### config.mk
export PLATFORM = sky130hd
export DESIGN_NAME = lif_layer_scheduler
export DESIGN_NICKNAME = d
export VERILOG_FILES = /design/src/rtl/lif_layer_scheduler.sv
export SDC_FILE = /design/constraint.sdc
export NUM_CORES = 1
export LEC_CHECK = 0
export CORE_ASPECT_RATIO = 0.9
export CORE_UTILIZATION = 45
export DETAILED_ROUTE_END_ITERATION = 6
export PLACE_DENSITY_LB_ADDON = 0.2
export REMOVE_ABC_BUFFERS = 1
export SYNTH_ARGS = -nofsm -noshare
export SYNTH_HDL_FRONTEND = slang
export SYNTH_SLANG_ARGS = --single-unit
### constraint.sdc
create_clock -name clk -period 2.1 [get_ports clk]
set_input_delay 0.315 -clock clk [delete_from_list [all_inputs] [get_ports clk]]
set_output_delay 0.315 -clock clk [all_outputs]
set_load 0.01 [all_outputs]
### src/rtl/lif_layer_scheduler.sv
// lif_layer_scheduler: time-multiplexes one shared LIF datapath across NEURONS
// virtual neurons to form a fully connected spiking layer. Each timestep:
// accept a spike vector, prime the weight memory, evaluate every neuron once,
// then hold the layer's spike vector until the consumer takes it.
module lif_layer_scheduler #(
    parameter int SYNAPSES       = 32,
    parameter int NEURONS        = 8,
    parameter int MEMBRANE_BITS  = $clog2(SYNAPSES) + 2,
    parameter int THRESHOLD_BITS = MEMBRANE_BITS - 1,
    parameter int IDX_BITS       = $clog2(NEURONS)
) (
    input  logic                            clk,
    input  logic                            reset,
    input  logic                            in_valid,
    output logic                            in_ready,
    input  logic [SYNAPSES-1:0]             in_spikes,
    input  logic [2:0]                      shift,
    input  logic [THRESHOLD_BITS-1:0]       threshold,
    input  logic                            clear_state,
    output logic [IDX_BITS-1:0]             weight_addr,
    input  logic [SYNAPSES-1:0]             weight_data,
    output logic [SYNAPSES-1:0]             dp_inputs,
    output logic [SYNAPSES-1:0]             dp_weights,
    output logic signed [MEMBRANE_BITS-1:0] dp_last_membrane,
    input  logic signed [MEMBRANE_BITS-1:0] dp_new_membrane,
    input  logic                            dp_is_spike,
    output logic                            out_valid,
    input  logic                            out_ready,
    output logic [NEURONS-1:0]              out_spikes,
    output logic [15:0]                     timestep,
    output logic                            busy
);

    typedef enum logic [1:0] {IDLE, PRIME, EVAL, EMIT} state_t;

    state_t                          state_q, state_d;
    logic [IDX_BITS-1:0]             idx_q, idx_d;
    logic [SYNAPSES-1:0]             spikes_q;
    logic signed [MEMBRANE_BITS-1:0] mem_q [NEURONS];
    logic [NEURONS-1:0]              out_spikes_q;
    logic [15:0]                     timestep_q;
    logic                            last_idx;
    logic                            accept;
    logic                            do_clear;

    // shift/threshold feed the datapath directly; the scheduler never looks at them
    logic unused_dp_cfg;
    assign unused_dp_cfg = ^{shift, threshold};

    assign last_idx = (idx_q == IDX_BITS'(NEURONS - 1));
    assign accept   = (state_q == IDLE) && in_valid;
    // clear is honoured only while idle so a running timestep is never corrupted
    assign do_clear = (state_q == IDLE) && clear_state;

    assign dp_inputs        = spikes_q;
    assign dp_weights       = weight_data;
    assign dp_last_membrane = mem_q[idx_q];
    assign out_spikes       = out_spikes_q;
    assign timestep         = timestep_q;
    assign busy             = (state_q != IDLE);

    // Next-state, index sequencing and handshake outputs
    always_comb begin
        state_d     = state_q;
        idx_d       = idx_q;
        in_ready    = 1'b0;
        out_valid   = 1'b0;
        weight_addr = '0;
        case (state_q)
            IDLE: begin
                in_ready = 1'b1;
                if (in_valid) begin
                    state_d = PRIME;
                    idx_d   = '0;
                end
            end
            PRIME: begin
                // row 0 was addressed here; it arrives in the first EVAL cycle
                state_d = EVAL;
                idx_d   = '0;
            end
            EVAL: begin
                // address one row ahead to cover the memory's one-cycle latency
                weight_addr = last_idx ? '0 : idx_q + 1'b1;
                idx_d       = idx_q + 1'b1;
                if (last_idx) begin
                    state_d = EMIT;
                    idx_d   = '0;
                end
            end
            EMIT: begin
                out_valid = 1'b1;
                if (out_ready) state_d = IDLE;
            end
            default: state_d = IDLE;
        endcase
    end

    // FSM state and neuron index registers
    always_ff @(posedge clk) begin
        if (reset) begin
            state_q <= IDLE;
            idx_q   <= '0;
        end else begin
            state_q <= state_d;
            idx_q   <= idx_d;
        end
    end

    // Membranes, spike latches and timestep counter
    always_ff @(posedge clk) begin
        if (reset) begin
            for (int n = 0; n < NEURONS; n++) mem_q[n] <= '0;
            spikes_q     <= '0;
            out_spikes_q <= '0;
            timestep_q   <= '0;
        end else begin
            if (do_clear) begin
                for (int n = 0; n < NEURONS; n++) mem_q[n] <= '0;
                timestep_q <= '0;
            end
            if (accept) spikes_q <= in_spikes;
            if (state_q == EVAL) begin
                mem_q[idx_q]        <= dp_new_membrane;
                out_spikes_q[idx_q] <= dp_is_spike;
            end
            if (state_q == EMIT && out_ready) timestep_q <= timestep_q + 16'd1;
        end
    end

endmodule

# --- Word-level counts from Yosys, hierarchy flattened ---
# Memory sizes are Yosys's and may differ from the RTL's. A register that Yosys moved wholly into a read port is not among the register bits.
# Index checks and enable logic that the tools add are counted.
classes:
  add_sub_neg: 2
  magnitude_cmp: 2
  n_eq_ne: 7
  muxes: 36
  bitwise_logic: 8
  reduce_logical: 11
ops:
  columns: ["cell", "n"]
  rows:
  - ["$mux 7", 9]
  - ["$mux 16", 2]
  - ["$mux 3", 6]
  - ["$add 16x1->16 const B", 1]
  - ["$mux 1", 12]
  - ["$pmux 3 s3", 1]
  - ["$bwmux 8", 1]
  - ["$or 1x1->1", 8]
  - ["$pmux 2 s4", 1]
  - ["$reduce_or 7->1", 1]
  - ["$mux 2", 3]
  - ["$ne 2x2->1 const B", 3]
  - ["$eq 2x2->1 const B", 2]
  - ["$logic_and 1x1->1", 4]
  - ["$lt 3x4->1 const B", 1]
  - ["$reduce_bool 2->1", 2]
  - ["$add 3x1->3 const B", 1]
  - ["$demux 1 s3", 1]
  - ["$eq 3x3->1 const B", 1]
  - ["$ge 3x1->1 const B", 1]
  - ["$reduce_and 3->1", 1]
  - ["$reduce_bool 3->1", 1]
  - ["$eq 2x1->1 const B", 1]
  - ["$logic_not 2->1", 1]
  - ["$reduce_and 2->1", 1]
totals:
  regBits: 61
  ramBits: 56
  input_bits: 86
  output_inout_bits: 101
  word_cells: 72
  memories: 1
mem_list:
  columns: ["name", "depth", "width", "read_ports", "rd_clocked_by_memory_dff", "wr", "line", "source"]
  rows:
  - ["mem_q", 8, 7, 1, 1, 8, "39", "logic signed [MEMBRANE_BITS-1:0] mem_q [NEURONS];"]

# --- Depth between registers and ports, before layout ---
logic_depth:
  ltp_word: 7
  mapped_depth: 7
  depth_no_buf: 6

# --- Worst setup path before layout ---
# Ideal clock, no wire load.
synth_path:
  path_type: "register -> register"
  start: "reg state_q[0]"
  end: "mem mem_q[1][0] (netlist name), enable pin"
  setup_ns: 0.343
  arrival_ns: 1.422
  required_time_ns: 1.757
  path_slack_ns: 0.334
  path_stages_with_launch: 6
  path_buffers: 0
  period_less_slack_ns: 1.766
  path_cell_list: "dfxtp_1 inv_1 ha_1 and2_1 nor2_1 o21ai_0"
synth_rtl:
  columns: ["item", "line", "source"]
  rows:
  - ["from (decl)", "36", "state_t state_q, state_d;"]
  - ["from (signal assigned)", "105", "state_q <= state_d;"]
  - ["to (decl)", "39", null]

==> results.yml <==
clocking:
  clk_pin_slew_ns: 0.05
  cts_tree: "yes"
  clock-root-buffer: "clkbuf_16"
  clock_sinks: 120
  htreeDepth: 4
  clock_latency_ns: 0.41
  cts_max_path_buffers: 2
  postCtsHoldBufs: 0
  cts_buffers: 17
synth:
  syn_area_um2: 5460
  synthDominantCellAreaShare_pct: 30.8
  synth_top_family_by_area: "simple AND/OR/NAND/NOR gates"
  synth_compound_area_share_pct: 5.99
  async_flop_share_pct: 0
  synth_simple_gate_area_share_pct: 20.3
  synthAdderAreaFrac_pct: 1.38
  avgSynthCellArea_um2: 10.8
  synth_top_area_cell: "edfxtp_1"
  ys_dominant_reg_cell: "dfxtp_1"
  synth-xor-area-share_pct: 0.161
  synth_edf_count: 56
  muxShareOfSynthArea_pct: 11.2
  synth_cell_type_count: 37
  synth_seq_cells: 120
  yosysSeqAreaShare_pct: 54.3
  synth_cells: 506
  ys_top_cells_by_area: "edfxtp_1, dfxtp_1, and2_1, mux4_1, nand2_1"
  ys_warn_count: 0
worst_setup_path:
  critPathKind: "register to primary output"
  critPathMaxStageDelay_ns: 0.48
  crit_chain: "buf_16 > buf_6 > mux4_2 > mux2_4 > buf_6"
  slowest_stage: "mux4_2"
  crit_fanout: 7
  cp_common_cell: "buf_6"
  crit_required_ns: 1.78
  cp.arrival_ns: 1.94
  crit_path_start_kind: "register"
  worstSetupEndpointType: "primary output"
route:
  viasPerCell: 5.26
  wire_per_inst_um: 18.7
  drt.antenna.violating_nets: 0
  drtIter0Drc: 324
  dr.pass1.iters: 5
  via_count: 4112
  wirelength_um: 14700
  drcViolationCount: 0
timing:
  setup_viol: 7
  setup_slack_ns: -0.160
  fin_tns_setup_ns: -0.928
  drv_slew: 0
  skew_ns: 0.00506
  fmax_ghz: 0.443
  hold_violations: 0
  fin_crit_ns: 2.26
  rsz0062_at_grt: "true"
  period_share_pct: 108
  tightest_slew_ns: 0.499
  slew_headroom_pct: 66.6
power_and_ir_drop:
  p_switching_uw: 2060
  peakVddDrop_mv: 1.01
  power_uw: 7820
  share_comb_of_total_power_pct: 23.6
  clkPwrFrac_pct: 38.0
  leakage_uw: 0.00277
  power.share.sequential_pct: 38.5
  p_int_uw: 5750
  netSwitchingFraction_pct: 26.4
  powerDensity_nw_per_um2: 1070
placement:
  dp.final_hpwl_um: 9940
  gp_congestion: 0.798
  numPortBuffers: 113
grt:
  antenna_found_initial: 0
  grt_overflow: 0
  grt_pass1_vias: 4150
  grt_max_degree: 45
  grtUsageTotal_pct: 24.5
  grt_pass1_wl_um: 22800
layout:
  nets: 705
  areaGrowthSynthToFinish_pct: 33.4
  fillCellCount: 953
  diodes: 0
  drive_gt1_share_pct: 15.8
  layout_commonest_cell: "clkdlybuf4s50_1"
  final_cell_mix: "clkdlybuf4s50_1, nand2_1, and2_1, dfxtp_1, edfxtp_1"
run:
  maxCapViolations: 0
die:
  coreArea_um2: 11600
  fp.dieArea_um2: 12600
  rows: 37
  start_util_pct: 46.9
  io_pins: 187
  die_h_um: 106
  fp.dieW_um: 118
run_status:
  status: "complete, but fails checks"
  violations: "negative setup slack"
min_path:
  hold_path_class: "input pin to register"
per-stage QoR:
| step | cells | cell area, um^2 | hold WS, ns | setup slack [ns] | util (%) |
|---|---|---|---|---|---|
| finish | 782 | 7280 | 0.211 | -0.160 | 62.6 |
| global route | 782 | 7280 | 0.198 | -0.221 | 62.6 |
| CTS | 782 | 7270 | 0.186 | -0.182 | 62.6 |
| detailed placement | 745 | 6630 | 0.449 | -0.103 | 57.0 |
| global placement | 745 | 6630 | 0.442 | -0.0717 | 57.0 |
| floorplan | 453 | 5110 | 0.384 | 0.249 | - |
registers in the layout, summed over array words and instances (netlist names), named ones only:
register,count
mem_q,56
dp_inputs,32
timestep,16
out_spikes,8
idx_q,3
state_q,2
synthesized netlist by cell type, types with 2 or more instances:
cell      number
or2_2          4
nand2b_1       5
buf_4         32
mux4_1        14
nor3b_1        2
buf_2          5
mux2i_1       12
nor2_1        39
ha_1           6
dfxtp_1       64
nand4_1        6
and3_1         3
o21ai_0       13
and2_1        62
edfxtp_1      56
nand2_1       78
nor3_2         2
a31o_2         2
clkbuf_1      11
nand3_1        5
inv_1          4
mux2_2        11
nor3_1        10
nor2b_1        4
nor4b_1        2
buf_1          3
a21oi_1       41
power groups by stage:
| stage | registers, uW | clock network, uW | logic, uW |
|---|---|---|---|
| 2_1_floorplan | 3070 | 0 | 796 |
| 3_3_place_gp | 3010 | 0 | 1720 |
| 3_5_place_dp | 3020 | 0 | 1760 |
| 4_1_cts | 3010 | 3020 | 1850 |
| 5_1_grt | 3040 | 3130 | 2000 |
| 6_report | 3010 | 2970 | 1840 |
area by class of cell:
cell class                      instances  area [um^2]  area share (%)
Clock inverter                          9          121            1.67
Timing Repair Buffer                  141         1380            19.0
Clock buffer                           23          489            6.72
Sequential cell                       120         2970            40.8
Tap cell                              156          195            2.68
Multi-Input combinational cell        329         2110            29.0
Inverter                                4         15.0           0.206
cells by family (layout without fill, tap and decap cells):
| kind of cell | after synthesis | in the layout |
|---|---|---|
| multiplexers | 37 | 37 |
| flip-flops | 120 | 120 |
| AND/OR/NAND/NOR | 224 | 224 |
| buffers and inverters | 57 | 177 |
| AO/OA/AOI/OAI | 61 | 61 |
| XOR/XNOR | 1 | 1 |
| adder cells (fa/ha/maj) | 6 | 6 |
routing by layer:
metal / up-vias / GRT usage (%) / wire (um)
li1: 1937 / - / -
met3: 20 / 14.3 / 1640
met5: - / 6.25 / 103
met4: 4 / 7.51 / 158
met1: 1970 / 30.5 / 6300
met2: 181 / 35.0 / 6460
timing repair:
item / CTS / global route
setup endpoints to repair: 11 / 10
buffers inserted: 4 / 0
resized for setup: 59 / 8
cloned: 1 / 0
final timing paths:
check	slack, ns	endpoint	start	depth (start not counted)
max	-0.16	dp_last_membrane[1]	register	5
min	0.21	idx_q[2]$_SDFFE_PP0P_	reset	2
max reg2reg	0.26	mem_q[0][3]$_SDFFCE_PN0P_	state_q[0]$_SDFFE_PP0P_	6
min reg2reg	0.45	dp_inputs[27]$_SDFFE_PP0P_	dp_inputs[27]$_SDFFE_PP0P_	2
worst max-delay path, delay by kind of cell, from the launching register on:
family | cells | cell delay [ns]
muxes | 2 | 0.77
DFF | 1 | 0.39
buffers and inverters | 3 | 0.36
Note: power is estimated with default switching activity, not from simulation.
